### src/rtl/vram_arbiter.sv
// vram_arbiter: shares one single-port VRAM between the display fetch path and two
// round-robin, burst-limited clients that are served only during blanking.
module vram_arbiter #(
  parameter int ADDR_WIDTH = 15,
  parameter int DATA_WIDTH = 8,
  parameter int MAX_BURST  = 16
) (
  input  logic                  px_clk,
  input  logic                  reset,
  input  logic                  activevideo,
  input  logic [ADDR_WIDTH-1:0] disp_addr,
  output logic [DATA_WIDTH-1:0] disp_rdata,
  output logic [ADDR_WIDTH-1:0] mem_addr,
  output logic                  mem_we,
  output logic [DATA_WIDTH-1:0] mem_wdata,
  input  logic [DATA_WIDTH-1:0] mem_rdata,
  input  logic                  c0_req,
  input  logic                  c0_we,
  input  logic [ADDR_WIDTH-1:0] c0_addr,
  input  logic [DATA_WIDTH-1:0] c0_wdata,
  output logic                  c0_gnt,
  output logic                  c0_rvalid,
  input  logic                  c1_req,
  input  logic                  c1_we,
  input  logic [ADDR_WIDTH-1:0] c1_addr,
  input  logic [DATA_WIDTH-1:0] c1_wdata,
  output logic                  c1_gnt,
  output logic                  c1_rvalid,
  output logic [DATA_WIDTH-1:0] cl_rdata,
  output logic [15:0]           deny_cnt
);
  typedef enum logic [1:0] {IDLE, OWN0, OWN1, DISP} state_t;
  localparam logic [7:0] MAX_B = 8'(MAX_BURST);
  state_t state_q, state_d;
  logic [7:0] burst_q, burst_d;
  logic rr_q, rr_d;
  logic [1:0] rvalid_q, rvalid_d;
  logic disp_prev_q, disp_prev_d;
  logic [DATA_WIDTH-1:0] disp_hold_q, disp_hold_d;
  logic [15:0] deny_q, deny_d;
  logic own, own_req, oth_req, keep, gnt, sel, g0, g1;
  always_comb begin
    own = state_q == OWN1;
    own_req = own ? c1_req : c0_req;
    oth_req = own ? c0_req : c1_req;
    keep = own_req && (burst_q < MAX_B || !oth_req);
    state_d = state_q;
    burst_d = burst_q;
    rr_d = rr_q;
    gnt = 1'b0;
    sel = 1'b0;
    if (activevideo) begin
      state_d = DISP;
      burst_d = '0;
    end else begin
      if (state_q == OWN0 || state_q == OWN1) begin
        gnt = keep || oth_req;
        sel = keep ? own : !own;
        burst_d = !gnt ? '0 : keep ? (burst_q == MAX_B ? burst_q : burst_q + 8'd1) : 8'd1;
      end else begin
        // rr_q=1 means c1 was served last, so c0 wins a tie
        gnt = c0_req || c1_req;
        sel = c1_req && (!c0_req || !rr_q);
        burst_d = gnt ? 8'd1 : '0;
      end
      state_d = !gnt ? IDLE : sel ? OWN1 : OWN0;
      rr_d = gnt ? sel : rr_q;
    end
    g0 = gnt && !sel;
    g1 = gnt && sel;
    rvalid_d = {g1 && !c1_we, g0 && !c0_we};
    deny_d = ((c0_req || c1_req) && !gnt && deny_q != 16'hFFFF) ? deny_q + 16'd1 : deny_q;
    disp_prev_d = activevideo;
    disp_hold_d = disp_prev_q ? mem_rdata : disp_hold_q;
  end
  always_ff @(posedge px_clk) begin
    if (reset) begin
      state_q <= IDLE;
      burst_q <= '0;
      rr_q <= 1'b1;
      rvalid_q <= '0;
      disp_prev_q <= 1'b0;
      disp_hold_q <= '0;
      deny_q <= '0;
    end else begin
      state_q <= state_d;
      burst_q <= burst_d;
      rr_q <= rr_d;
      rvalid_q <= rvalid_d;
      disp_prev_q <= disp_prev_d;
      disp_hold_q <= disp_hold_d;
      deny_q <= deny_d;
    end
  end
  assign c0_gnt = g0;
  assign c1_gnt = g1;
  assign mem_addr = g0 ? c0_addr : g1 ? c1_addr : disp_addr;
  assign mem_we = (g0 && c0_we) || (g1 && c1_we);
  assign mem_wdata = sel ? c1_wdata : c0_wdata;
  assign c0_rvalid = rvalid_q[0];
  assign c1_rvalid = rvalid_q[1];
  assign cl_rdata = mem_rdata;
  assign disp_rdata = disp_prev_q ? mem_rdata : disp_hold_q;
  assign deny_cnt = deny_q;
endmodule

### config.mk
export PLATFORM = sky130hd
export DESIGN_NAME = vram_arbiter
export DESIGN_NICKNAME = d
export VERILOG_FILES = /design/src/rtl/vram_arbiter.sv
export SDC_FILE = /design/constraint.sdc
export NUM_CORES = 1
export LEC_CHECK = 0
export CORE_ASPECT_RATIO = 0.7
export CORE_MARGIN = 5
export CORE_UTILIZATION = 43
export CTS_BUF_LIST = sky130_fd_sc_hd__clkbuf_8
export DETAILED_ROUTE_END_ITERATION = 8
export GPL_TIMING_DRIVEN = 0
export PLACE_DENSITY = 0.95
export SETUP_SLACK_MARGIN = 0.15
export SLEW_MARGIN = 20
export SYNTH_ARGS = -nofsm -noshare
export SYNTH_HDL_FRONTEND = slang
export SYNTH_SLANG_ARGS = --single-unit
### constraint.sdc
create_clock -name px_clk -period 5.2 [get_ports px_clk]
set_input_delay 0.52 -clock px_clk [delete_from_list [all_inputs] [get_ports px_clk]]
set_output_delay 0.52 -clock px_clk [all_outputs]
set_load 0.02 [all_outputs]
# Yosys cells after proc, flatten, opt, wreduce, memory -nomap -nowiden
# Cells that the tools add are included.
[word_totals] ram_bits=0 rom_bits=0 latchBits=0 memories=0 register_bits=38 out_inout_bits=60 inputBits=76 word_cells=63
[op_classes] order_cmp=1 eq_ne=5 n_mul=0 bitwise_logic=1 n_mux=21 div=0 n_reduce_logical=26 n_shift=0 addsub=2
[ops] cell="8-bit two-way mux" count=6
[ops] cell="15-bit two-way mux" count=2
[ops] cell="16-bit by 1-bit adder with 16-bit output, second input constant" count=1
[ops] cell="16-bit != test, second input constant" count=1
[ops] cell="1-bit logical AND" count=10
[ops] cell="1-bit two-way mux" count=10
[ops] cell="8-bit by 1-bit adder with 8-bit output, second input constant" count=1
[ops] cell="8-bit by 5-bit equality test with 1-bit output, second input constant" count=1
[ops] cell="1-bit zero test" count=8
[ops] cell="8-bit by 5-bit < comparator with 1-bit output, second input constant" count=1
[ops] cell="1-bit logical OR" count=6
[ops] cell="2-bit two-way mux" count=3
[ops] cell="4-bit != test, second input constant" count=1
[ops] cell="2-bit by 1-bit equality test with 1-bit output, second input constant" count=1
[ops] cell="2-bit equality test, second input constant" count=1
[ops] cell="2-bit AND reduction" count=1
[ops] cell="2-bit OR reduction" count=1
[ops] cell="1-bit inverter" count=1

# Longest topological paths before layout
# Gate-level depths: netlist of the first run.
[depth] depth_word=13 depth_mapped=8

# Least setup slack after synthesis of the first run
# No wires, ideal clock.
[synth_timing] path_kind="register -> output" start="reg state_q[0]" end="out mem_addr[10]" stages_incl_launch_ff=8 arrival_ns=1.978 required_ns=4.680 path_slack_ns=2.702 path_buffers=1 path_cell_list="dfxtp_1 inv_1 ha_1 and3b_1 mux2i_2 buf_2 nand3_1 a31oi_1"
[synth_between] elab_chain_len=12 word_cells_on_any_way=22 classes_between="eq/ne: 2; mux: 11; reduce/logical: 9"
[synth_rtl] element="start: declaration" line="34" source="state_t state_q, state_d;"
[synth_rtl] element="start signal: assignment" line="86" source="state_q <= state_d;"
[synth_rtl] element="2-bit equality test" line="43, 56"
[synth_rtl] element="1-bit two-way mux" line="45" source="oth_req = own ? c0_req : c1_req;"
[synth_rtl] element="1-bit zero test" line="46" source="keep = own_req && (burst_q < MAX_B || !oth_req);"
[synth_rtl] element="1-bit logical OR" line="46"
[synth_rtl] element="1-bit logical AND" line="46"
[synth_rtl] element="1-bit two-way mux / 1-bit logical OR (equally long branches)" line="58, 57"
[synth_rtl] element="1-bit two-way mux" line="56" source="if (state_q == OWN0 || state_q == OWN1) begin"
[synth_rtl] element="1-bit two-way mux (2 in series)" line="52" source="if (activevideo) begin"
[synth_rtl] element="1-bit logical AND / 1-bit zero test (equally long branches)" line="70, 69"
[synth_rtl] element="15-bit two-way mux / 1-bit logical AND (equally long branches)" line="97, 69"
[synth_rtl] element="15-bit two-way mux (*)" line="97" source="assign mem_addr = g0 ? c0_addr : g1 ? c1_addr : disp_addr;"
[synth_rtl] element="end: declaration" line="13" source="output logic [ADDR_WIDTH-1:0] mem_addr,"
# Mark *: on every way between the ends. The rest lies on a longest branch, timed or not. The select of a mux whose other input is x is not followed.

# Worst setup path after layout of the first run
[layout_timing] start="in c1_req" end="out mem_addr[2]"
[layout_between] elab_chain_len=11 word_cells_on_any_way=20 classes_between="mux: 11; reduce/logical: 9"
[layout_rtl] element="start: declaration" line="23" source="input logic c1_req,"
[layout_rtl] element="1-bit two-way mux" line="45"
[layout_rtl] element="1-bit zero test" line="46"
[layout_rtl] element="1-bit logical OR" line="46"
[layout_rtl] element="1-bit logical AND" line="46"
[layout_rtl] element="1-bit two-way mux / 1-bit logical OR (equally long branches)" line="58, 57"
[layout_rtl] element="1-bit two-way mux" line="56"
[layout_rtl] element="1-bit two-way mux (2 in series)" line="52"
[layout_rtl] element="1-bit logical AND / 1-bit zero test (equally long branches)" line="70, 69"
[layout_rtl] element="15-bit two-way mux / 1-bit logical AND (equally long branches)" line="97, 69"
[layout_rtl] element="15-bit two-way mux (*)" line="97"
# Marked as above.

==> results of run 1 <==
==> layer usage <==
metal | track usage | vias to the layer above
met3 | 0.05444 | 13
met4 | 0.03636 | 0
met2 | 0.4129 | 113
li1 | - | 1362
met1 | 0.2678 | 1327
met5 | 0 | -
==> worst max path at each step <==
stage                         to  startpoint  slack, ps  cells after the start
floorplan           mem_addr[10]  state_q[0]       2700                      7
global route        mem_addr[12]      c1_req       1360                      9
finish               mem_addr[2]      c1_req       1520                      9
detailed placement  mem_addr[12]      c1_req       1580                      9
global placement     mem_addr[8]      c1_req       1660                      8
CTS                 mem_addr[12]      c1_req       1560                      9
==> cell type report <==
class / count / area (sq um) / area share
clock buffer: 5 / 68.82 / 0.01737
multi-input combinational: 228 / 1486 / 0.3752
sequential: 38 / 760.7 / 0.1920
tap: 72 / 90.09 / 0.02274
clock inverter: 3 / 40.04 / 0.01011
buffer: 28 / 141.4 / 0.03569
timing repair buffer: 135 / 1351 / 0.3411
inverter: 6 / 22.52 / 0.005685
==> sequential cells by signal, indices dropped and copies added, names as in the netlist <==
| name | count |
|---|---|
| rr_q | 1 |
| disp_hold_q | 8 |
| disp_prev_q | 1 |
| rvalid_q | 2 |
| state_q | 2 |
| burst_q | 8 |
| deny_cnt | 16 |
==> placed cells by master (no fill, tap or decap), drive strengths merged, types with 15 or more instances in the layout <==
cell type,netlist,routed
a31oi,15,15
nand3,26,26
clkbuf,14,19
o21ai,20,20
dfxtp,38,38
clkdlybuf4s50,0,135
nor2b,16,16
mux2,25,25
a21oi,15,15
nor2,35,35
==> through the flow <==
| stage | hold slack, ps | power (W) | cells |
|---|---|---|---|
| after floorplan | 461.0 | 0.0004363 | 300 |
| after global placement | 487.9 | 0.0005698 | 507 |
| after detailed placement | 505.6 | 0.0005784 | 507 |
| after CTS | 523.5 | 0.0008222 | 515 |
| after global routing | 552.3 | 0.0008564 | 515 |
| final | 518.3 | 0.0008200 | 515 |
==> report_power, final <==
| part | leakage, nW | total (W) | switching [W] | internal [W] |
|---|---|---|---|---|
| clock | 0.0579 | 0.000247 | 0.000106 | 0.000141 |
| combinational | 1.10 | 0.000270 | 0.000125 | 0.000145 |
| sequential | 0.309 | 0.000303 | 0.00000407 | 0.000299 |
==> cell families (layout without fill, tap and decap cells) <==
family	count (synthesis)	after routing	share of synthesized area
AOI/OAI and AO/OA	65	65	0.1666
buffers and inverters	34	177	0.06798
and+or+nand+nor	124	124	0.2724
muxes	29	29	0.1349
DFF	38	38	0.3155
adders and majority gates	4	4	0.02076
xor gates and xnor gates	6	6	0.02180
==> worst reg2reg max path, delay by kind of cell (launching register included) <==
| family | cells | cell delay [ps] |
|---|---|---|
| AO/OA/AOI/OAI | 1 | 150 |
| AND/OR/NAND/NOR | 2 | 320 |
| buffers and inverters | 2 | 380 |
| multiplexers | 1 | 490 |
| flip-flops | 1 | 310 |
| adder cells (fa/ha/maj) | 1 | 340 |
==> results.cfg, run 1 <==
[run_status]
status = completed

[setup_path]
crit_slowest_cell = clkdlybuf4s50_1
slowest_delay_ps = 640
cp.required_ps = 4680
worstReg2RegEnd = state_q[0]
endpoint_kind = primary output
r2r_start = state_q[0]
rrSetupSlack_ps = 3150
path_buf_inv = 5
cp_cell_sequence = clkdlybuf4s50_1 -> or2_2 -> clkbuf_1 -> and2_0 -> clkbuf_1 -> clkbuf_1 -> nor2_1 -> a31oi_1 -> clkdlybuf4s50_1
worstPathArrival_ps = 3160
path_max_fanout = 10
crit_top_cell = clkbuf_1
path_class = in -> out
critical_path.top_delay_family = buffers and inverters
start_kind = primary input
r2r_cells = 7

[grt]
overflow = 0
grt_max_degree = 13
grt_pass1_vias = 2701
grt_pass1_wl_um = 13070
antenna_found_initial = 0
track_usage = 0.2231

[sta]
layout_setup_ws_ps = 1519
fmax_ghz = 0.2717
finalCritPeriodShare = 0.7078
tns_ps = 0
finalCriticalPeriod_ps = 3681
finalHoldViolations = 0
worst_slew_pin_slew_ps = 584.0
setup_viol = 0
drv_slew = 0
clock-skew-final_ps = 6.078
slew_headroom = 0.6030
rsz0062_at_grt = false

[placement]
portBuffers = 135
gp_congestion = 0.8561
place.detailed.hpwl_um = 6727
dp_slack_ps = 1579
place_area_sq_um = 3852

[clock_tree]
htree_levels = 2
tritoncts = yes
ctsResizeCount = 0
clock-root-buffer = clkbuf_8
clkTransAtPathRegs_ps = 70
clockBufferDepth = 2
cts_buffers = 5
clock_latency_ps = 290
post_cts.repair.setup_buffers = 0
ctsHoldBuffers = 0
cts.sinks = 38

[routing]
drc = 0
dr.max_layer_used = met4
drt_iter0_markers = 183
via_per_inst = 5.466
routed-wl-met3_um = 628
met2_length_um = 4356
post_drt_wl_per_cell_um = 16.69
vias = 2815
dr.pass1.iters = 4
met1Wirelength_um = 3549
routed_wl_um = 8594
antenna_left = 0

[synthesis]
synth_area_leaders = dfxtp_1 32%, mux2_2 12%, nor2_1 5.4%
synth_top_area_frac = 0.3155
synth_most_common_cell = dfxtp_1
synth_top_area_cell = dfxtp_1
yosysUniqueCellTypes = 44
synth_seq_area_share = 0.3155
synth_edf_count = 0
ys.flop_type = dfxtp_1
synth_async_sr_flop_share = 0
avgSynthCellArea_sq_um = 8.037
syn_area_sq_um = 2411
yosys_warnings = 0
ys_ff_latch = 38
synthesis.nets = 380
syn-instance-count = 300
synth.cells.most_frequent = 38 x dfxtp_1, 35 x nor2_1, 26 x nand3_1

[worst_hold_path]
hold_end = deny_cnt[1]
hold_path_class = reg -> reg
worstHoldStart = deny_cnt[1]
min_path_cells = 2

[finish]
fin_area_sq_um = 3961
area_growth_pct = 64.30
final_layout_size_suffix_gt1_frac = 0.1174
final_util = 0.7418
antennaDiodeCount = 0
fin_nets = 522
final.fill_count = 379

[floorplan]
coreArea_sq_um = 5340
die_x_um = 99.50
rows = 22
die-area_sq_um = 7229
start_util = 0.4515
die_y_um = 72.65
ios = 136

[power]
leakage_nw = 1.464
pwr_density_cell_nw_per_um2 = 207.0
vdd_drop_max_mv = 0.1339

[flow_run]
cap_viol_max_count = 0
(Power assumes the default switching activity.)
==> inputs of run 2 (changes only) <==
--- a/config.mk
+++ b/config.mk
@@ -7,11 +7,11 @@
 export LEC_CHECK = 0
 export CORE_ASPECT_RATIO = 0.7
 export CORE_MARGIN = 5
-export CORE_UTILIZATION = 43
+export CORE_UTILIZATION = 40
 export CTS_BUF_LIST = sky130_fd_sc_hd__clkbuf_8
 export DETAILED_ROUTE_END_ITERATION = 8
 export GPL_TIMING_DRIVEN = 0
-export PLACE_DENSITY = 0.95
+export PLACE_DENSITY = 0.89
 export SETUP_SLACK_MARGIN = 0.15
 export SLEW_MARGIN = 20
 export SYNTH_ARGS = -nofsm -noshare
==> constraint.sdc (replaced) <==
create_clock -name px_clk -period 3.65 [get_ports px_clk]
set_input_delay 0.365 -clock px_clk [delete_from_list [all_inputs] [get_ports px_clk]]
set_output_delay 0.365 -clock px_clk [all_outputs]
set_load 0.02 [all_outputs]
==> run 2 against run 1 <==
Effect of this change: sequential cell count is the same; first-iteration DRC count is 27% lower; clock skew barely moved; setup slack lost 1300 ps; non-clock buffer count unchanged; final cell count up 0.58%; combinational power increased by 42%; sequential share of layout area fell by 0.19 points; critical path depth shrank 1; critical path type is now reg -> out; highest routed layer unchanged.
==> results.cfg, run 2 (synthesized netlist as in run 1, its figures left out) <==
[sta]
clock-skew-final_ps = 5.671
drv_slew = 0
finalHoldViolations = 0
whs_ps = 506.7
fmax_ghz = 0.2934
tns_ps = 0
finalCritPeriodShare = 0.9339
slew_headroom = 0.5963
worst_slew_pin_slew_ps = 593.9
finalCriticalPeriod_ps = 3409
setup_viol = 0
rsz0062_at_grt = true

[grt]
track_usage = 0.2106
grt_pass1_vias = 2695
grt_pass1_wl_um = 12830
overflow = 0
antenna_found_initial = 0
grt_max_degree = 13

[setup_path]
endpoint_kind = primary output
critical_path.top_delay_family = buffers and inverters
slowest_delay_ps = 670
path_max_fanout = 10
start_kind = flip-flop
path_buf_inv = 3
path_class = reg -> out
cp.required_ps = 3280
cp_cell_sequence = inv_1 -> ha_1 -> and3b_1 -> mux2i_2 -> buf_2 -> nand3_1 -> a31oi_1 -> clkdlybuf4s50_1
crit_slowest_cell = clkdlybuf4s50_1
worstPathArrival_ps = 3040

[finish]
fin_nets = 522
fin_area_sq_um = 4001
antennaDiodeCount = 0
final.fill_count = 431
largest_reg_flops = 16
final_cell_mix = 135 x clkdlybuf4s50_1, 38 x dfxtp_1, 35 x nor2_1, 26 x nand3_1, 25 x mux2_2
final_layout_size_suffix_gt1_frac = 0.1219
area_growth_pct = 65.96
multi_input_area_sq_um = 1486
final_util = 0.6918
final_common_cell = clkdlybuf4s50_1
seq_area_sq_um = 760.7

[floorplan]
rows = 23
die_y_um = 74.96
die-area_sq_um = 7705
start_util = 0.4168
die_x_um = 102.8
ios = 136
coreArea_sq_um = 5784

[clock_tree]
cts.sinks = 38
tritoncts = yes
htree_levels = 2
ctsHoldBuffers = 0
cts_buffers = 5
post_cts.repair.setup_buffers = 0
clock-root-buffer = clkbuf_8
clock_latency_ps = 290
clockBufferDepth = 2
clkTransAtPathRegs_ps = 80

[routing]
via_per_inst = 5.382
routed_wl_um = 8276
vias = 2788
drt_iter0_markers = 134
post_drt_wl_per_cell_um = 15.98
antenna_left = 0
dr.pass1.iters = 4
drc = 0

[placement]
place.detailed.hpwl_um = 6519
gp_congestion = 0.8487
place_area_sq_um = 3856
portBuffers = 135

[worst_hold_path]
hold_path_class = reg -> reg

[flow_run]
cap_viol_max_count = 0

[power]
pwr_density_cell_nw_per_um2 = 314.5
vdd_drop_max_mv = 0.1722
leakage_nw = 1.484
p_total_w = 0.001258

[run_status]
status = completed
-- run 2: path summary, 6_finish.rpt --
path / end / startpoint / cells past startpoint / slack (ps)
worst max-delay path: mem_addr[9] / state_q[0] / 8 / 240
worst min-delay path: deny_cnt[14] / deny_cnt[14] / 2 / 510
worst min register to register: deny_cnt[14] / deny_cnt[14] / 2 / 510
worst max register to register: state_q[0] / state_q[0] / 7 / 1580
-- run 2: area by class of cell --
type / instances / share of cell area
inverter: 6 / 0.005629
buffer: 28 / 0.03596
timing repair buffer: 135 / 0.3377
clock buffer: 6 / 0.02064
tap: 75 / 0.02345
sequential: 38 / 0.1901
clock inverter: 2 / 0.01501
multi-input combinational: 228 / 0.3715
-- run 2: worst register-to-register path: stages, from the launching register on --
cell     delay (ps)
dfxtp_1         310
inv_1            40
ha_1            350
and3b_1         220
mux2i_2         490
buf_2           340
nand3_1         110
a21oi_1         140
-- run 2: report_power, final --
group / switching (W) / internal (W) / total [W]
clock network: 0.000152 / 0.000292 / 0.000444
logic: 0.000177 / 0.000207 / 0.000384
registers: 0.00000516 / 0.000425 / 0.000431
-- run 2: what timing repair did --
action | CTS | global route
setup endpoints to repair | 0 | 8
resized for setup | 0 | 4
hold endpoints to repair | 0 | 0
-- run 2: metal layers --
metal	up-vias	track usage	routed length, um
li1	1356	-	-
met1	1312	0.2610	3455
met2	107	0.3627	3969
met3	13	0.05278	727
met4	0	0.06897	125
met5	-	0	0
-- run 2: stage by stage --
| stage | std cells | setup slack (ps) |
|---|---|---|
| 2_1_floorplan | 300 | 1307 |
| 3_3_place_gp | 510 | 374.1 |
| 3_5_place_dp | 510 | 296.1 |
| 4_1_cts | 518 | 246.3 |
| 5_1_grt | 518 | 129.9 |
| 6_report | 518 | 241.3 |
